**config.mk**
```make
export PLATFORM = sky130hd
export DESIGN_NAME = mem_sequencer
export DESIGN_NICKNAME = d
export VERILOG_FILES = /design/src/rtl/mem_seq_pkg.sv /design/src/rtl/mem_sequencer_rom.sv /design/src/rtl/mem_sequencer.sv
export SDC_FILE = /design/constraint.sdc
export NUM_CORES = 1
export LEC_CHECK = 0
export ABC_AREA = 1
export BUFFER_PORTS_ARGS = -buffer_cell sky130_fd_sc_hd__buf_2
export CORE_MARGIN = 1
export CORE_UTILIZATION = 56
export DETAILED_ROUTE_END_ITERATION = 10
export PLACE_DENSITY = 0.75
export SLEW_MARGIN = 25
export SYNTH_ARGS = -nofsm -noshare
export SYNTH_HDL_FRONTEND = slang
export SYNTH_SLANG_ARGS = --single-unit
```
**constraint.sdc**
```tcl
create_clock -name clk -period 2.19 [get_ports clk]
set_input_delay 0.438 -clock clk [delete_from_list [all_inputs] [get_ports clk]]
set_output_delay 0.438 -clock clk [all_outputs]
set_load 0.05 [all_outputs]
```
**src/rtl/mem_seq_pkg.sv**
```systemverilog
// Shared definitions for the memory-block step sequencer: select codes,
// microword layout, control bundle and FSM states.
package mem_seq_pkg;

  localparam logic [2:0] SEL_TX        = 3'd0;
  localparam logic [2:0] SEL_SDP       = 3'd1;
  localparam logic [2:0] SEL_ACALC     = 3'd2;
  localparam logic [2:0] SEL_SP        = 3'd3;
  localparam logic [2:0] SEL_LR        = 3'd4;
  localparam logic [2:0] SEL_PC        = 3'd5;
  localparam logic [2:0] SEL_ADDR_NONE = 3'd7;

  localparam logic [3:0] SEL_NONE = 4'd0;
  localparam logic [3:0] SEL_IR   = 4'd8;
  localparam logic [3:0] SEL_MEM  = 4'd9;
  localparam logic [3:0] SEL_TXL  = 4'd11;
  localparam logic [3:0] SEL_TXH  = 4'd12;

  localparam int WORD_W    = 18;
  localparam int LOAD_LSB  = 0;
  localparam int OUT_LSB   = 4;
  localparam int ALOAD_LSB = 8;
  localparam int AOUT_LSB  = 11;
  localparam int INC_BIT   = 14;
  localparam int DEC_BIT   = 15;
  localparam int END_BIT   = 16;
  localparam int HALT_BIT  = 17;

  typedef logic [WORD_W-1:0] uword_t;

  localparam uword_t IDLE_WORD = {4'b0000, SEL_ADDR_NONE, SEL_ADDR_NONE, SEL_NONE, SEL_NONE};
  localparam uword_t NOP_WORD  = IDLE_WORD | (uword_t'(1) << END_BIT);

  typedef enum logic [2:0] {RESET, FETCH, DECODE, EXEC, HALT} state_t;

  typedef struct packed {
    logic [2:0] addrout;
    logic [2:0] addrload;
    logic [3:0] outs;
    logic [3:0] load;
    logic       incn;
    logic       decn;
  } ctl_t;

  localparam ctl_t CTL_IDLE  = '{SEL_ADDR_NONE, SEL_ADDR_NONE, SEL_NONE, SEL_NONE, 1'b1, 1'b1};
  localparam ctl_t CTL_FETCH = '{SEL_PC, SEL_ADDR_NONE, SEL_MEM, SEL_IR, 1'b0, 1'b1};

  function automatic uword_t mk_word(input logic [2:0] aout, input logic [2:0] aload,
                                     input logic [3:0] outs, input logic [3:0] load,
                                     input logic inc, input logic dec,
                                     input logic last, input logic halt);
    return {halt, last, dec, inc, aout, aload, outs, load};
  endfunction

  // inc wins when both strobes are requested
  function automatic ctl_t word_ctl(input uword_t w);
    ctl_t c;
    c.addrout  = w[AOUT_LSB +: 3];
    c.addrload = w[ALOAD_LSB +: 3];
    c.outs     = w[OUT_LSB +: 4];
    c.load     = w[LOAD_LSB +: 4];
    c.incn     = ~w[INC_BIT];
    c.decn     = ~(w[DEC_BIT] & ~w[INC_BIT]);
    return c;
  endfunction

endpackage

```
**src/rtl/mem_sequencer_rom.sv**
```systemverilog
// Microcode table: (opcode, step) -> microword. Anything not listed is a
// single-step NOP.
module microcode_rom
  import mem_seq_pkg::*;
#(
  parameter int         STEP_W     = 3,
  parameter logic [7:0] HLT_OPCODE = 8'hFF
) (
  input  logic [7:0]        opcode,
  input  logic [STEP_W-1:0] step,
  output uword_t            word
);

  localparam logic [STEP_W-1:0] S0 = '0;
  localparam logic [STEP_W-1:0] S1 = STEP_W'(1);

  always_comb begin
    word = NOP_WORD;
    if (opcode == HLT_OPCODE) begin
      if (step == S0) word[HALT_BIT] = 1'b1;
    end else begin
      case (opcode)
        8'h01: begin
          case (step)
            S0:      word = mk_word(SEL_PC, SEL_ADDR_NONE, SEL_MEM, SEL_TXL, 1'b1, 1'b0, 1'b0, 1'b0);
            S1:      word = mk_word(SEL_PC, SEL_ADDR_NONE, SEL_MEM, SEL_TXH, 1'b1, 1'b0, 1'b0, 1'b0);
            default: word = mk_word(SEL_TX, SEL_PC, SEL_NONE, SEL_NONE, 1'b0, 1'b0, 1'b1, 1'b0);
          endcase
        end
        // runs until the forced end on the last step
        8'h02:   word = mk_word(SEL_SP, SEL_ADDR_NONE, SEL_NONE, SEL_NONE, 1'b1, 1'b1, 1'b0, 1'b0);
        8'h03: begin
          if (step == S0) word = mk_word(SEL_SP, SEL_ADDR_NONE, SEL_NONE, SEL_NONE, 1'b0, 1'b1, 1'b0, 1'b0);
          else            word = mk_word(SEL_SP, SEL_ADDR_NONE, SEL_MEM, SEL_TXL, 1'b0, 1'b0, 1'b1, 1'b0);
        end
        default: word = NOP_WORD;
      endcase
    end
  end

endmodule

```
**src/rtl/mem_sequencer.sv**
```systemverilog
// Fetch/decode/execute micro-step sequencer driving the memory block selects.
// state  | meaning
// RESET  | one idle cycle after rst
// FETCH  | PC onto address bus, MEM -> IR, PC increment
// DECODE | idle; registers step-0 word from iout
// EXEC   | issues registered word for current step
// HALT   | idle until rst
module mem_sequencer
  import mem_seq_pkg::*;
#(
  parameter int         MAX_STEPS  = 8,
  parameter logic [7:0] HLT_OPCODE = 8'hFF,
  localparam int        STEP_W     = (MAX_STEPS > 1) ? $clog2(MAX_STEPS) : 1
) (
  input  logic              clk,
  input  logic              rst,
  input  logic [7:0]        iout,
  input  logic              stall,
  output logic [2:0]        addroutctl,
  output logic [2:0]        addrloadctl,
  output logic [3:0]        outctl,
  output logic [3:0]        loadctl,
  output logic              acincn,
  output logic              acdecn,
  output logic [STEP_W-1:0] step,
  output logic              fetching,
  output logic              halted
);

  localparam logic [STEP_W-1:0] LAST_STEP = STEP_W'(MAX_STEPS - 1);

  state_t            state;
  uword_t            word_q;
  uword_t            rom_word;
  ctl_t              ctl;
  logic              held;
  logic [7:0]        opcode_q;
  logic [7:0]        rom_op;
  logic [STEP_W-1:0] rom_step;

  assign rom_op   = (state == DECODE) ? iout : opcode_q;
  assign rom_step = (state == DECODE) ? '0 : step + STEP_W'(1);

  microcode_rom #(.STEP_W(STEP_W), .HLT_OPCODE(HLT_OPCODE)) u_rom (
    .opcode(rom_op),
    .step  (rom_step),
    .word  (rom_word)
  );

  // held marks that the last cycle was a stall; the current state's word is
  // reissued once before the sequence moves on
  always_ff @(posedge clk) begin
    if (rst) begin
      state    <= RESET;
      step     <= '0;
      word_q   <= IDLE_WORD;
      opcode_q <= '0;
      held     <= 1'b0;
      ctl      <= CTL_IDLE;
      fetching <= 1'b0;
      halted   <= 1'b0;
    end else if (stall && state != HALT) begin
      held     <= 1'b1;
      ctl      <= CTL_IDLE;
      fetching <= 1'b0;
    end else if (held) begin
      held     <= 1'b0;
      ctl      <= (state == FETCH) ? CTL_FETCH : (state == EXEC) ? word_ctl(word_q) : CTL_IDLE;
      fetching <= (state == FETCH);
    end else begin
      case (state)
        RESET: begin
          state    <= FETCH;
          ctl      <= CTL_FETCH;
          fetching <= 1'b1;
        end
        FETCH: begin
          state    <= DECODE;
          ctl      <= CTL_IDLE;
          fetching <= 1'b0;
        end
        DECODE: begin
          state    <= EXEC;
          step     <= '0;
          opcode_q <= iout;
          word_q   <= rom_word;
          ctl      <= word_ctl(rom_word);
        end
        EXEC: begin
          if (word_q[HALT_BIT]) begin
            state  <= HALT;
            ctl    <= CTL_IDLE;
            halted <= 1'b1;
          end else if (word_q[END_BIT] || step == LAST_STEP) begin
            state    <= FETCH;
            step     <= '0;
            ctl      <= CTL_FETCH;
            fetching <= 1'b1;
          end else begin
            step   <= step + STEP_W'(1);
            word_q <= rom_word;
            ctl    <= word_ctl(rom_word);
          end
        end
        default: ctl <= CTL_IDLE;
      endcase
    end
  end

  assign addroutctl  = ctl.addrout;
  assign addrloadctl = ctl.addrload;
  assign outctl      = ctl.outs;
  assign loadctl     = ctl.load;
  assign acincn      = ctl.incn;
  assign acdecn      = ctl.decn;

endmodule

```
# ---- Word level (Yosys, flattened, before mapping)
# Cells that the tools add are included.
dict set report totals {
  n_memories 0
  mem_bits_ro 0
  input_bits 11
  mem_bits_rw 0
  out_inout_bits 21
  latch_bits 0
  word_cells 81
  register_bits 51
}
dict set report classes {
  mul 0
  add_sub_neg 1
  n_reduce_logical 15
  eq_ne 15
  muxes 28
  magnitude_cmp 0
  n_bitwise 8
  div 0
  shift 0
}
# cell n
set op_table {}
lappend op_table {{2-to-1 mux 16 bit} 5}
lappend op_table {{case mux 17 bit (3 select lines)} 1}
lappend op_table {{case mux 16 bit (3 select lines)} 1}
lappend op_table {{2-to-1 mux 18 bit} 2}
lappend op_table {{case mux 18 bit (2 select lines)} 1}
lappend op_table {{2-to-1 mux 17 bit} 2}
lappend op_table {{case mux 17 bit (2 select lines)} 1}
lappend op_table {{== test 8 x 2 -> 1 bit, second input constant} 2}
lappend op_table {{2-to-1 mux 3 bit} 5}
lappend op_table {{case mux 3 bit (4 select lines)} 1}
lappend op_table {{AND reduction 4 bit} 3}
lappend op_table {{== test 8 x 1 -> 1 bit, second input constant} 1}
lappend op_table {{== test 8 bit, second input constant} 1}
lappend op_table {{2-to-1 mux 8 bit} 1}
lappend op_table {{nonzero test 4 bit} 2}
lappend op_table {{== test 3 x 1 -> 1 bit, second input constant} 2}
lappend op_table {{== test 3 x 2 -> 1 bit, second input constant} 2}
lappend op_table {{zero test 3 bit} 2}
lappend op_table {{2-to-1 mux 1 bit} 6}
lappend op_table {{inequality test 3 x 2 -> 1 bit, second input constant} 2}
lappend op_table {{inequality test 3 bit, second input constant} 2}
lappend op_table {{NOT 1 bit} 6}
lappend op_table {{case mux 3 bit (2 select lines)} 1}
lappend op_table {{AND reduction 3 bit} 2}
lappend op_table {{other kinds (11)} 13}

# ---- Depth between registers and ports, before layout
dict set report depth {
  ltp_word 13
  ltp_mapped 14
  ltp_nobuf 13
}

# ---- Cells and area by module
# A second synthesis with hierarchy kept.
dict set report unflattened {
  cells_unflattened 376
  area_unflattened_um2 2653.8
}
# module n_inst seq_area_each_um2 area_per_inst_um2 cells_each
set modules_own_cells {}
lappend modules_own_cells {mem_sequencer 1 1021.0 2364.8 326}
lappend modules_own_cells {microcode_rom 1 0.0 289.0 50}

# ---- Worst setup path after synthesis
# Ideal clock, no wire load.
dict set report synth_path {
  path_type {register -> register}
  from {register step[1]}
  to {register ctl, in the netlist outctl[0]}
  setup_time_ns 0.116
  path_stages_with_launch 13
  setup_slack_ns 0.159
  required_ns 2.074
  n_path_buf 0
  arrival_time_ns 1.915
  synth_period_minus_slack_ns 2.031
  cell_sequence {dfxtp_1 ha_1 ha_1 nor2_1 inv_1 o21ai_0 inv_1 nand3_1 nand2_1 nand2_1 nand2_1 nand2_1 a21oi_2}
}
dict set report synth_between {
  elab_chain_cells 10
  word_cells_on_any_way 14
  classes_between {add/sub (1); eq/ne (2); mux (9); reduce/logical (2)}
}
# item line
set synth_rtl {}
lappend synth_rtl {{start, declared} mem_sequencer.sv:25} ;# output logic [STEP_W-1:0] step,
lappend synth_rtl {{start signal, assigned} mem_sequencer.sv:100} ;# step <= step + STEP_W'(1);
lappend synth_rtl {{adder 3 x 1 -> 3 bit} mem_sequencer.sv:42} ;# assign rom_step = (state == DECODE) ? '0 : step + STEP_W'(1);
lappend synth_rtl {{2-to-1 mux 3 bit} mem_sequencer.sv:42}
lappend synth_rtl {{== test 3 x 1 -> 1 bit or zero test 3 bit (tied branches)} {mem_sequencer_rom.sv:24, mem_sequencer_rom.sv:33}}
lappend synth_rtl {{case mux 17 bit (2 select lines) or 2-to-1 mux 17 bit (tied branches)} {mem_sequencer_rom.sv:24, mem_sequencer_rom.sv:33}}
lappend synth_rtl {{case mux 17 bit (3 select lines)} mem_sequencer_rom.sv:22} ;# case (opcode)
lappend synth_rtl {{2-to-1 mux 17 bit} mem_sequencer_rom.sv:19} ;# if (opcode == HLT_OPCODE) begin
lappend synth_rtl {{2-to-1 mux 16 bit} mem_sequencer.sv:94} ;# end else if (word_q[END_BIT] || step == LAST_STEP) begin
lappend synth_rtl {{2-to-1 mux 16 bit} mem_sequencer.sv:90} ;# if (word_q[HALT_BIT]) begin
lappend synth_rtl {{case mux 16 bit (3 select lines) (*)} mem_sequencer.sv:71} ;# case (state)
lappend synth_rtl {{2-to-1 mux 16 bit (*)} mem_sequencer.sv:66} ;# end else if (held) begin
lappend synth_rtl {{end signal, assigned} mem_sequencer.sv:68} ;# ctl <= (state == FETCH) ? CTL_FETCH : (state == EXEC) ? word_ctl(word_q) : CTL_IDLE;
lappend synth_rtl {{end signal, assigned} mem_sequencer.sv:87} ;# ctl <= word_ctl(rom_word);
lappend synth_rtl {{end signal, assigned} mem_sequencer.sv:102} ;# ctl <= word_ctl(rom_word);
lappend synth_rtl {{end, declared} mem_sequencer.sv:35} ;# ctl_t ctl;
# Every way passes the cells marked *; elsewhere a longest branch is shown, timed or not.
# A chain may end at the register's enable or synchronous reset.

# ---- Worst setup path after layout
dict set report layout_path {
  from {register step[0]}
  to {register ctl, in the netlist acdecn}
}
dict set report layout_between {
  elab_chain_cells 13
  word_cells_on_any_way 17
  classes_between {add/sub (1); eq/ne (2); mux (9); bitwise (3); reduce/logical (2)}
}
# item line
set layout_rtl {}
lappend layout_rtl {{adder 3 x 1 -> 3 bit} mem_sequencer.sv:42}
lappend layout_rtl {{2-to-1 mux 3 bit} mem_sequencer.sv:42}
lappend layout_rtl {{== test 3 x 1 -> 1 bit or zero test 3 bit (tied branches)} {mem_sequencer_rom.sv:24, mem_sequencer_rom.sv:33}}
lappend layout_rtl {{case mux 17 bit (2 select lines)} mem_sequencer_rom.sv:24} ;# case (step)
lappend layout_rtl {{case mux 17 bit (3 select lines)} mem_sequencer_rom.sv:22}
lappend layout_rtl {{2-to-1 mux 17 bit} mem_sequencer_rom.sv:19}
lappend layout_rtl {{NOT 1 bit} mem_seq_pkg.sv:63} ;# c.decn = ~(w[DEC_BIT] & ~w[INC_BIT]);
lappend layout_rtl {{AND 1 bit} mem_seq_pkg.sv:63}
lappend layout_rtl {{NOT 1 bit} mem_seq_pkg.sv:63}
lappend layout_rtl {{2-to-1 mux 16 bit} mem_sequencer.sv:94}
lappend layout_rtl {{2-to-1 mux 16 bit} mem_sequencer.sv:90}
lappend layout_rtl {{case mux 16 bit (3 select lines) (*)} mem_sequencer.sv:71}
lappend layout_rtl {{2-to-1 mux 16 bit (*)} mem_sequencer.sv:66}
# Marked as above.

==> impl_metrics.ini <==
[layout]
drive_above_1_share_pct = 26.69
n_antenna_cell = 0
area_delta_synth_final_pct = 10.02
final_nets = 308

[global_routing]
grt-ovfl-total = 0
grt_pass1_vias = 1500
track_usage_pct = 24.21
grt_pass1_wl_mm = 6.706
grt_antenna_before_repair = 0
grt_max_degree = 21

[clocking]
htree_levels = 2
clockBufferDepth = 2
cts_num_sinks = 37
cts_tree = built
clock_tree.root_cell = clkbuf_4
clk_latency_ns = 0.36
clkTransAtPathRegs_ns = 0.12
cts_buffers = 5

[sta]
hold_viol_final = 0
max_freq_mhz = 505.5
setup_viol = 0
setup_tns_ns = 0
relSlewSlack_pct = 58.92
skew_ns = 0.006159
post-route-period-util_pct = 90.33
post-route-min-period_ns = 1.978
drv_slew = 0
worst_pin_slew_ns = 0.6115
rsz0062_at_grt = no

[power_and_ir_drop]
p_per_area_nw_per_um2 = 706.2
vdd_drop_max_uv = 327.3
p_leak_nw = 1.009
p_total_mw = 1.552

[place]
hpwl_mm = 2.986
place_congestion = 0.8468
portBuffers = 29

[detailed_routing]
vias_per_cell = 5.053
postRouteAntennaNets = 0
first_pass_iters = 4
via_count = 1728
drtIter0Drc = 151
wire_per_inst_um = 11.58
drt_wl_total_mm = 3.960
route.detailed.drc = 0

[setup_path]
crit_path_end_kind = flip-flop
critical_path_class = flip-flop to flip-flop
start_kind = flip-flop
required_ns = 2.45
arrival_ns = 2.24
worstPathMaxFanout = 5

[synth]
synth_top_family_by_area = simple AND/OR/NAND/NOR gates
synthAdderAreaFrac_pct = 1.252
synth-seq-cells = 37
ys_warn_count = 0
synthXorXnorAreaFrac_pct = 0
muxShareOfSynthArea_pct = 0
synth-edff-count = 0
synth.avg_cell_area_sq_um = 7.373
async_flop_share_pct = 0
ys.flop_type = dfxtp_1
synth_cell_types = 34
synth_compound_area_share_pct = 16.22
synth-simple-area-share_pct = 31.93
ys_seq_area_share_pct = 37.07
synthCells = 271
syn-cell-area_sq_um = 1998

[floorplan]
num_io_pins = 32
die-area_sq_um = 3811
fp.dieH_um = 61.74
fp-row-count = 21
die_w_um = 61.74
initial_utilization_pct = 58.95
core_area_sq_um = 3390

[run_status]
outcome = completed

[hold_path]
min_path_type = input pin to flip-flop

[job]
maxCapViolCount = 0
## cells in the mapped netlist, types with 5 or more instances
cell type	number	area share, %
dfxtp_1	37	37
a211oi_1	6	2.3
a21oi_1	21	5.3
nor2_2	5	1.6
nor2_1	17	3.2
nand2_2	15	4.7
o21ai_0	17	4.3
buf_4	8	3.0
inv_1	36	6.8
nand3_1	16	4.0
nand2_1	42	7.9
o21ai_1	6	1.5
## repair_timing
item	in CTS	in global routing
setup endpoints to repair	0	9
resized for setup	0	1
hold buffers	0	0
hold endpoints to repair	0	0
setup buffers	0	0
## registers in the layout, indices dropped and copies added, names as in the netlist
name         count
step             3
state            3
addroutctl       3
acdecn           1
outctl           1
acincn           1
word_q          11
addrloadctl      1
halted           1
opcode_q         8
fetching         1
loadctl          2
held             1
## cell type report
type / count / area (sq um)
Clock buffer: 5 / 37.54
Tap cell: 46 / 57.56
Clock inverter: 3 / 46.29
Sequential cell: 37 / 740.7
Multi-Input combinational cell: 179 / 999.7
Fill cell: 326 / 1191
Inverter: 41 / 156.4
Timing Repair Buffer: 31 / 160.2
## through the flow
step                cell area [sq um]  util (%)  std cells  hold WS, ns  worst slack (ns)
floorplan                        2002         -        272       0.4149            0.1590
CTS                              2193     64.71        342       0.3851            0.1474
finish                           2198     64.86        342       0.3930            0.2118
global placement                 2110     62.24        334       0.4292            0.1755
detailed placement               2110     62.24        334       0.4327            0.1704
global route                     2198     64.86        342       0.4252          0.004309
## layout by cell type, fill, tap and decap left out, types with 2 or more instances in the layout
cell type  netlist  routed
nand2_1         42      42
dfxtp_1         37      37
inv_1           36      36
buf_2            1      29
a21oi_1         21      21
nor2_1          17      17
o21ai_0         17      17
nand3_1         16      16
nand2_2         15      15
a211oi_1         6       6
o21ai_1          6       6
nor2_4           4       5
clkbuf_4         0       5
inv_2            4       4
nand2_4          4       4
nor2_2           5       4
nand3b_1         4       4
a31oi_1          3       3
nor3_1           2       2
o31ai_1          2       2
nand3_2          2       2
a21oi_2          2       2
ha_1             2       2
conb_1           1       2
buf_4            8       2
## critical path: stages (launching register included)
cell and delay (ns):
dfxtp_1 0.35, ha_1 0.21, ha_1 0.19, nor2_1 0.17, nor2_4 0.10, nor4_2 0.47
nand3_1 0.13, o21ai_1 0.20, nand2_1 0.07
## final timing paths
check           from           to  slack, ns  depth (start not counted)
max          step[0]       acdecn       0.21                          8
min          iout[0]  opcode_q[0]       0.39                          3
max reg2reg  step[0]       acdecn       0.21                          8
min reg2reg   halted       halted       0.45                          2
## logic make-up (layout without fill, tap and decap cells)
family                     after synthesis  count (layout)
AOI/OAI and AO/OA                       58              58
DFF                                     37              37
adders and majority gates                2               2
and+or+nand+nor                        117             117
other                                    1               2
buffers and inverters                   56              80
## power breakdown
part | leakage [nW] | switching (mW) | internal (mW)
sequential | 0.302 | 0.0231 | 0.707
combinational | 0.665 | 0.232 | 0.0990
clock | 0.0414 | 0.249 | 0.241
## per-layer routing
metal	vias to the layer above	part of all wire, %	global-route usage, %
li1	921	-	-
met1	761	50	33.21
met2	40	44	37.79
met3	6	4.2	4.969
met4	0	1.7	8.571
met5	-	0	0
Power figures use the tool's default switching activity.
